==> config.mk <==
export PLATFORM = sky130hd
export DESIGN_NAME = vram_arbiter
export DESIGN_NICKNAME = d
export VERILOG_FILES = /design/src/rtl/vram_arbiter.sv
export SDC_FILE = /design/constraint.sdc
export NUM_CORES = 1
export LEC_CHECK = 0
export ABC_AREA = 1
export CAP_MARGIN = 20
export CORE_ASPECT_RATIO = 1.4
export CORE_MARGIN = 10
export CORE_UTILIZATION = 55
export CTS_CLUSTER_SIZE = 8
export DETAILED_ROUTE_END_ITERATION = 10
export DONT_BUFFER_PORTS = 1
export GPL_ROUTABILITY_DRIVEN = 1
export GPL_TIMING_DRIVEN = 1
export PLACE_DENSITY = 0.81
export SLEW_MARGIN = 20
export SYNTH_ARGS = -nofsm -noshare
export SYNTH_HDL_FRONTEND = slang
export SYNTH_SLANG_ARGS = --single-unit
==> constraint.sdc <==
create_clock -name vga_clk -period 3.2 [get_ports vga_clk]
set_input_delay 0.96 -clock vga_clk [delete_from_list [all_inputs] [get_ports vga_clk]]
set_output_delay 0.96 -clock vga_clk [all_outputs]
set_load 0.02 [all_outputs]
==> src/rtl/vram_arbiter.sv <==
// Pixel RAM arbiter: VGA scan-out reads win every cycle; queued
// game-logic writes drain through a small FIFO whenever rdn is high.
module vram_arbiter #(
  parameter int DEPTH = 4
) (
  input  logic                     vga_clk,
  input  logic                     clrn,
  input  logic                     rdn,
  input  logic [8:0]               row_addr,
  input  logic [9:0]               col_addr,
  output logic [11:0]              d_out,
  input  logic                     wr_valid,
  input  logic [8:0]               wr_row,
  input  logic [9:0]               wr_col,
  input  logic [11:0]              wr_data,
  output logic                     wr_ready,
  output logic [18:0]              ram_addr,
  output logic [11:0]              ram_din,
  output logic                     ram_we,
  input  logic [11:0]              ram_dout,
  output logic [$clog2(DEPTH):0]   level,
  output logic                     err
);

  localparam int AW = $clog2(DEPTH);
  localparam logic [AW:0] FULL = (AW+1)'(DEPTH);

  logic [30:0]   mem [DEPTH];
  logic [AW-1:0] wr_ptr;
  logic [AW-1:0] rd_ptr;
  logic [30:0]   head;
  logic          accept;
  logic          in_range;
  logic          push;
  logic          pop;

  assign wr_ready = (level != FULL);
  assign accept   = wr_valid && wr_ready;
  assign in_range = (wr_row < 9'd480) && (wr_col < 10'd640);
  assign push     = accept && in_range;

  // level is async-reset, so ram_we drops the instant clrn falls
  assign ram_we   = rdn && (level != '0);
  assign pop      = ram_we;

  assign head     = mem[rd_ptr];
  assign ram_addr = rdn ? head[30:12] : {row_addr, col_addr};
  assign ram_din  = head[11:0];
  assign d_out    = ram_dout;

  always_ff @(posedge vga_clk) begin
    if (push) mem[wr_ptr] <= {wr_row, wr_col, wr_data};
  end

  always_ff @(posedge vga_clk or negedge clrn) begin
    if (!clrn) begin
      wr_ptr <= '0;
      rd_ptr <= '0;
      level  <= '0;
      err    <= 1'b0;
    end else begin
      if (push) wr_ptr <= wr_ptr + 1'b1;
      if (pop)  rd_ptr <= rd_ptr + 1'b1;
      unique case (1'b1)
        push && !pop: level <= level + 1'b1;
        pop && !push: level <= level - 1'b1;
        default:      level <= level;
      endcase
      if (accept && !in_range) err <= 1'b1;
    end
  end

endmodule

Word-level counts from Yosys, hierarchy flattened:

Memories as Yosys holds them, arrays and structs flattened.
Cells that the tools add are included.
Widths: inputs -> output; s select.

* add/subtract/negate cells: 4
* order comparisons: 2
* equality and inequality tests: 1
* muxes and demuxes: 4
* reductions and logical operators: 12

Operators by type and width (number)
* $mux 19: 1
* $lt 10x10->1 const B: 1
* $lt 9x9->1 const B: 1
* $logic_and 1x1->1: 7
* $pmux 3 s2: 1
* $add 2x1->2 const B: 2
* $add 3x1->3 const B: 1
* $logic_not 1->1: 3
* $ne 3x3->1 const B: 1
* $reduce_bool 3->1: 1
* $sub 3x1->3 const B: 1
* $mux 1: 2
* $reduce_bool 2->1: 1

* bits in registers: 8
* RAM bits: 124
* bits of input ports: 66
* memories: 1

Memories
* mem: words 4, width 31, read ports 1, clocked after memory_dff 0, wr ports 1, line 28 `logic [30:0] mem [DEPTH];`

Depth between registers and ports, before layout:

Gate-level depths: netlist of run 1.

* depth after elaboration: 6
* depth in mapped cells: 11
* depth with buffers taken out: 11

Worst setup path after synthesis of run 1:

Ideal clock, no wire load.

* path type: input -> register
* from: input port wr_col[8]
* to: memory mem[0][0], enable pin
* library setup time: 0.419 ns
* arrival time: 2.738 ns
* path slack: 0.043 ns
* stages on the path: 5
* path through: nor2_1 nor2_1 nor2_1 nand2_2 nor2_1

* longest elaborated chain between the ends: 5

RTL lines
* start: declaration: line 14 `input logic [9:0] wr_col,`
* $lt 10x10->1: line 39 `assign in_range = (wr_row < 9'd480) && (wr_col < 10'd640);`
* $logic_and 1x1->1: line 39
* $logic_and 1x1->1: line 40 `assign push = accept && in_range;`
* $mux 1: line 52 `if (push) mem[wr_ptr] <= {wr_row, wr_col, wr_data};`
* $mux 1 (not written as such): line 52
* end: declaration: line 28

No other way between the ends.

Worst setup path in the final report of run 1:

* from: register rd_ptr[0]
* to: output port ram_din[1]

* longest elaborated chain between the ends: 1

RTL lines
* start: declaration: line 30 `logic [AW-1:0] rd_ptr;`
* start signal: assignment: line 63 `if (pop) rd_ptr <= rd_ptr + 1'b1;`
* $mem_v2 4x31
* end: declaration: line 18 `output logic [11:0] ram_din,`

No other way between the ends.

==> metrics.txt, run 1 <==
status=complete, no violations; maximum clock insertion buffer count=2; CP Class=reg2out; drt first pass iters=5; gpl congestion=0.8057; cell family with most CP delay=flip-flops; critical path's largest stage delay=600 ps; worst r2r src=level[0]$_DFFE_PN0P_; fmax=343.9 MHz; Die Span X=106.2 um; Critical-path top delay cell=dfrtp_2; fillcell total=747; Distinct cells, synth=22; WP data required=2240 ps; number of global-route vias before repair=3697; FF+latch count, synth=132; CTS tree=built; most frequent cells in the layout=nand2_1, edfxtp_1, inv_1; starting density of the core=55.52%; Setup-failing EPs final=0; Max-cap violations=0; per-cell routed wire length=17.10 um; grt total ovfl=0; Num CTS Buffers=17; post-DR vias/cell=5.337; YS warnings=0; Post-Syn Area=5715 sq um; Reg2Reg Depth=9; Clock transition at path regs=60 ps; unrepaired setup endpoints after global routing=no; largest net degree at the start of global routing=65; # port buffers=0; Die H=140.6 um; Routed Antenna Nets=0; Mapped Cells=531; total core area=10290 sq um; CP Depth=4; post-synthesis sequential area ratio=68.65%; most common cell after layout, fill and taps aside=nand2_1; worst rel slew slack=68.13%; H-tree depth=4; CP Buf/Inv Count=2; DR iter-0 viols=300; Slew @ Worst Pin=478.1 ps; Final Routed Wirelength=11.78 mm; clock skew=7.090 ps; row count=44; min Tclk post-route=2908 ps; cts-stage hold buffer count=0; fraction of layout instances using a drive strength above 1=11.07%; postcts setup bufs=0; CP arrival=1950 ps; DRC=0; Critical Path Source=rd_ptr[0]$_DFFE_PN0P_; VDD IR max=0.6204 mV; Power, Total=6.027 mW; Power Density=931.3 nW/um^2; clk sinks=132; fin nets=610; Net Count, Synth=603; Inserted Diodes=0; CP Max Fanout=25; setup TNS=0 ps; DR vias=3677; Leak=2.680 nW; final hold violations=0; final-report max-slew violation count=0; post-synth top area share=65.15%; syn avg cell area=10.76 sq um; Worst Hold Class=in2async; Clk Latency, worst-skew pair=410 ps; Die Area=14930 sq um; Root Driver=clkbuf_16; area delta synth->final=13.22%; HPWL after DPL=7.703 mm; Most Frequent Cell on Critical Path=buf_4; cts repair resizes=0; Tot GR Track Use=16.22%; CP Cell Sequence=buf_4, o21ai_0, o22ai_1, buf_4; initial antenna violation count=0; top area cells in the synthesized netlist=edfxtp_1, nand2_1, dfrtp_1; first-pass GRT wire length=18.67 mm; I/O pin cnt=115; critical path startpoint category=flop; cell type with the largest total area after synthesis=edfxtp_1; period utilisation layout=90.87%; CP Capture Type=output port
logic make-up after synthesis:
family	after synthesis	share of synthesized area, %
AO/OA/AOI/OAI	40	3.809
XOR/XNOR	3	0.4598
adder cells (fa/ha/maj)	6	1.445
buffers and inverters	89	7.903
flip-flops	132	68.65
AND/OR/NAND/NOR	261	17.73
area by class of cell:
type	count	area, sq um	share of cell area, %
Clock inverter	12	88.84	1.373
Timing Repair Buffer	22	202.7	3.132
Multi-Input combinational cell	310	1370	21.17
Sequential cell	132	3925	60.65
Clock buffer	20	500.5	7.734
Tap cell	138	172.7	2.668
Inverter	55	211.5	3.268
routing by layer:
layer  vias up  GRT usage [%]  wire length, um
li1       1734              -                -
met1      1750          15.83             3959
met2       164          28.43             6317
met3        29          7.527             1233
met4         0          7.291              272
met5         -              0                0
cells in the mapped netlist:
master    instances
nand3b_1          1
inv_1            53
inv_6             1
xnor2_1           1
nand2_1         204
ha_1              5
o21bai_1          1
o21ai_0          26
fa_1              1
o22ai_1          12
dfrtp_1           8
nand3_1          22
clkinv_1          1
clkbuf_1          1
a21oi_1           1
nor2_1           33
nand2_2           1
buf_2            12
buf_4            16
edfxtp_1        124
xor2_1            2
buf_6             5
where the power goes:
part | leakage (nW) | total, mW | switching [mW] | internal, mW
Combinational | 1.18 | 1.90 | 1.31 | 0.585
Clock | 0.281 | 1.84 | 0.709 | 1.13
Sequential | 1.22 | 2.29 | 0.145 | 2.14
flip-flops by register name, indices dropped and copies added, names as in the netlist:
register and flops:
err 1, level 3, rd_ptr 2, wr_ptr 2
mem 124
per-stage QoR:
stage | instance area, sq um | cells | hold slack [ps] | setup WS [ps] | util [%]
after floorplan | 5715 | 531 | 492.3 | 42.99 | -
after global placement | 5882 | 657 | 514.1 | 618.8 | 57.13
after detailed placement | 5882 | 657 | 532.0 | 508.0 | 57.13
after CTS | 6471 | 689 | 223.1 | 266.3 | 62.86
after global routing | 6471 | 689 | 212.8 | 137.2 | 62.86
final | 6471 | 689 | 237.1 | 292.2 | 62.86
final timing paths:
kind                                    endpoint  slack [ps]
setup / recovery                      ram_din[1]         290
hold / removal              level[0]$_DFFE_PN0P_         240
setup reg to reg            level[2]$_DFFE_PN0P_         920
hold reg to reg            wr_ptr[0]$_DFFE_PN0P_         540
max in group asynchronous  rd_ptr[0]$_DFFE_PN0P_        2890
min in group vga_clk       wr_ptr[0]$_DFFE_PN0P_         540
Note: power is estimated with default switching activity, not from simulation.
==> inputs of run 2 (changes only) <==
==> constraint.sdc (replaced) <==
create_clock -name vga_clk -period 3.2 [get_ports vga_clk]
set_input_delay 0.64 -clock vga_clk [delete_from_list [all_inputs] [get_ports vga_clk]]
set_output_delay 0.64 -clock vga_clk [all_outputs]
set_load 0.02 [all_outputs]
==> metrics.txt, run 2 (synthesized netlist as in run 1, its figures left out) <==
status=complete, no violations; cts-stage hold buffer count=1; CP Max Fanout=24; I/O pin cnt=115; DR iter-0 viols=198; CP Class=reg2out; grt total ovfl=0; Die Area=14930 sq um; Root Driver=clkbuf_16; Most flops, register=mem; Die Span X=106.2 um; Num CTS Buffers=17; row count=44; CTS tree=built; Leak=2.627 nW; Max-cap violations=0; Inserted Diodes=0; final setup margin=486.7 ps; critical path startpoint category=flop; unrepaired setup endpoints after global routing=no; Die H=140.6 um; initial antenna violation count=0; most common cell after layout, fill and taps aside=nand2_1; fraction of layout instances using a drive strength above 1=9.091%; CP Capture Type=output port; Clk Latency, worst-skew pair=410 ps; postcts setup bufs=0; largest net degree at the start of global routing=65; per-cell routed wire length=16.94 um; HPWL after DPL=7.640 mm; first-pass GRT wire length=18.10 mm; most frequent cells in the layout=nand2_1, edfxtp_1, inv_1; clock skew=6.868 ps; cts repair resizes=0; post-DR vias/cell=5.269; Clock transition at path regs=50 ps; H-tree depth=4; fin nets=610; Final Routed Wirelength=11.65 mm; drt first pass iters=5; Tot GR Track Use=15.81%; final-report max-slew violation count=0; DP Worst Slack=709.2 ps; setup TNS=0 ps; starting density of the core=55.52%; Slew @ Worst Pin=629.2 ps; Power Density=906.9 nW/um^2; DRC=0; DR vias=3625; CP arrival=2070 ps; # port buffers=0; Setup-failing EPs final=0; maximum clock insertion buffer count=2; worst rel slew slack=57.95%; gpl congestion=0.7808; WP data required=2560 ps; period utilisation layout=84.79%; clk sinks=132; number of global-route vias before repair=3674; fmax=368.5 MHz; min Tclk post-route=2713 ps; area delta synth->final=10.81%; total core area=10290 sq um; Largest regs=mem (124), level (3); final hold violations=0; Routed Antenna Nets=0; Worst Hold Class=in2reg; VDD IR max=0.5810 mV; max reg flops=124
-- run 2: cell count changes in the layout (fill, tap and decap cells not counted) --
| cell | delta |
|---|---|
| clkinv_2 | +1 |
| clkbuf_1 | +7 |
| buf_4 | +2 |
| clkbuf_16 | -3 |
| clkinv_1 | +2 |
| inv_6 | -4 |
| clkinvlp_4 | -3 |
| buf_12 | -3 |
| clkinv_4 | -1 |
| dlygate4sd3_1 | +1 |
-- run 2: critical path: stages, from the launching register on --
cell	delay (ps)
dfrtp_2	670
buf_4	360
o21ai_0	160
o22ai_1	280
buf_4	200
-- run 2: layout make-up --
type | count | area (sq um)
Clock buffer | 24 | 451.7
Clock inverter | 7 | 35.03
Fill cell | 768 | 3961
Inverter | 55 | 211.5
Multi-Input combinational cell | 310 | 1370
Sequential cell | 132 | 3925
Tap cell | 138 | 172.7
Timing Repair Buffer | 22 | 167.7
-- run 2: path summary, 6_finish.rpt --
check,slack [ps],cells past startpoint,startpoint,end
max,490,4,rd_ptr[0]$_DFFE_PN0P_,ram_din[7]
min,330,0,wr_data[2],mem[1][2]$_DFFE_PP_
max reg2reg,910,5,level[0]$_DFFE_PN0P_,mem[1][5]$_DFFE_PP_
min reg2reg,550,2,wr_ptr[1]$_DFFE_PN0P_,wr_ptr[1]$_DFFE_PN0P_
max in group asynchronous,2320,1,clrn,rd_ptr[0]$_DFFE_PN0P_
min in group asynchronous,580,1,clrn,level[2]$_DFFE_PN0P_
-- run 2: stage by stage --
stage / util (%) / hold WS (ps) / total power, mW / area [sq um] / std cells
3_3_place_gp: 56.70 / 344.7 / 4.130 / 5837 / 656
3_5_place_dp: 56.70 / 344.7 / 4.201 / 5837 / 656
2_1_floorplan: - / 344.4 / 3.731 / 5715 / 531
5_1_grt: 61.52 / 307.2 / 6.092 / 6334 / 688
6_report: 61.52 / 326.4 / 5.744 / 6334 / 688
4_1_cts: 61.52 / 316.0 / 5.789 / 6334 / 688
-- run 2: where the power goes --
part           total, mW  switching (mW)  internal [mW]
sequential          2.30           0.154           2.14
combinational       1.87            1.30          0.562
clock               1.58           0.609          0.969
total               5.74            2.07           3.68
-- run 2: routing by layer --
metal / up-vias / global-route usage [%] / share of wire (%)
met5: - / 0 / 0
met4: 0 / 7.863 / 1.8
met3: 22 / 7.208 / 12
met2: 159 / 28.36 / 54
met1: 1709 / 14.63 / 32
li1: 1735 / - / -
==> inputs of run 3 (changes only) <==
==> constraint.sdc (replaced) <==
create_clock -name vga_clk -period 2.8 [get_ports vga_clk]
set_input_delay 0.56 -clock vga_clk [delete_from_list [all_inputs] [get_ports vga_clk]]
set_output_delay 0.56 -clock vga_clk [all_outputs]
set_load 0.02 [all_outputs]
==> metrics.txt, run 3 (synthesized netlist as in run 1, its figures left out) <==
WP data required=2240 ps; Power Density=1060 nW/um^2; gpl congestion=0.7855; fraction of layout instances using a drive strength above 1=9.783%; Die H=140.6 um; drt first pass iters=5; Worst Hold Class=in2reg; Inserted Diodes=0; Num CTS Buffers=17; Slew @ Worst Pin=680.0 ps; Setup-failing EPs final=0; fmax=384.5 MHz; placed insts=657; max reg flops=124; H-tree depth=4; worst rel slew slack=54.62%; VDD IR max=0.7216 mV; starting density of the core=55.52%; fin nets=611; Comb pwr share=32.3%; Clk Latency, worst-skew pair=410 ps; Leak=2.667 nW; min Tclk post-route=2601 ps; Die Area=14930 sq um; number of global-route vias before repair=3773; Largest regs=mem (124), level (3); final-report max-slew violation count=0; most common cell after layout, fill and taps aside=nand2_1; Most flops, register=mem; final instance count without filler cells=690; critical path startpoint category=flop; row count=44; largest net degree at the start of global routing=65; CP Max Fanout=19; hold_ws=242.3 ps; Sequential Power Share=38.3%; grt total ovfl=0; clock skew=5.066 ps; cts-stage hold buffer count=1; cts repair resizes=0; total core area=10290 sq um; # port buffers=0; HPWL after DPL=7.936 mm; maximum clock insertion buffer count=2; CTS tree=built; area delta synth->final=12.41%; post-DR vias/cell=5.303; Max-cap violations=0; final hold violations=0; status=complete, no violations; initial antenna violation count=0; DR vias=3659; I/O pin cnt=115; unrepaired setup endpoints after global routing=no; CP arrival=2040 ps; DR iter-0 viols=245; DRC=0; Psw=2.413 mW; first-pass GRT wire length=18.73 mm; period utilisation layout=92.89%; Die Span X=106.2 um; Clock transition at path regs=50 ps; Tot GR Track Use=16.50%; Clock Power Share=29.4%; Root Driver=clkbuf_16; Routed Antenna Nets=0; postcts setup bufs=0; CP Class=reg2out; CP Capture Type=output port; Final Routed Wirelength=12.32 mm; clk sinks=132; Internal Power=4.395 mW; per-cell routed wire length=17.86 um; setup TNS=0 ps; most frequent cells in the layout=nand2_1, edfxtp_1, inv_1; switching share of power=35.44%
[run 3: cell type report]
cell class | instances | area (sq um)
Multi-Input combinational cell | 310 | 1370
Clock inverter | 5 | 52.55
Timing Repair Buffer | 23 | 200.2
Clock buffer | 27 | 493.0
Fill cell | 762 | 3870
Tap cell | 138 | 172.7
Sequential cell | 132 | 3925
Inverter | 55 | 211.5
[run 3: per-stage QoR]
stage          power [mW]  util (%)  setup slack [ps]  cell area (sq um)
6_report            6.808     62.41             199.1               6425
5_1_grt             7.179     62.41             72.61               6425
4_1_cts             6.851     62.41             184.6               6425
3_5_place_dp        4.841     57.01             481.7               5869
3_3_place_gp        4.761     57.01             612.1               5869
2_1_floorplan       4.264         -             42.99               5715
[run 3: worst paths after layout]
check / cells after the start / to / from / slack (ps)
worst max-delay path: 6 / ram_addr[18] / rd_ptr[1]$_DFFE_PN0P_ / 200
worst min-delay path: 0 / mem[3][5]$_DFFE_PP_ / wr_data[5] / 240
worst max register to register: 9 / level[2]$_DFFE_PN0P_ / level[0]$_DFFE_PN0P_ / 580
worst min register to register: 2 / wr_ptr[0]$_DFFE_PN0P_ / wr_ptr[0]$_DFFE_PN0P_ / 560
max in group asynchronous: 1 / rd_ptr[0]$_DFFE_PN0P_ / clrn / 2010
min in group asynchronous: 1 / err$_DFFE_PN0P_ / clrn / 500
[run 3: critical path, stage by stage, from the launching register on]
cell     delay [ps]
dfrtp_1         370
inv_1           500
buf_4           340
nand2_1          80
nand2_1          90
nand2_1          70
nand2_1         170
[run 3: power by group through the flow]
stage	clock network, mW	registers, mW	logic (mW)
detailed placement	0	2.64	2.20
global route	2.12	2.63	2.43
floorplan	0	2.59	1.67
finish	2.00	2.61	2.20
global placement	0	2.63	2.13
CTS	2.02	2.61	2.22
[run 3: per-layer routing]
layer | part of all wire [%] | track usage [%]
met5 | 0 | 0
met4 | 1.9 | 8.077
met3 | 10 | 8.029
met2 | 55 | 29.67
met1 | 33 | 14.91
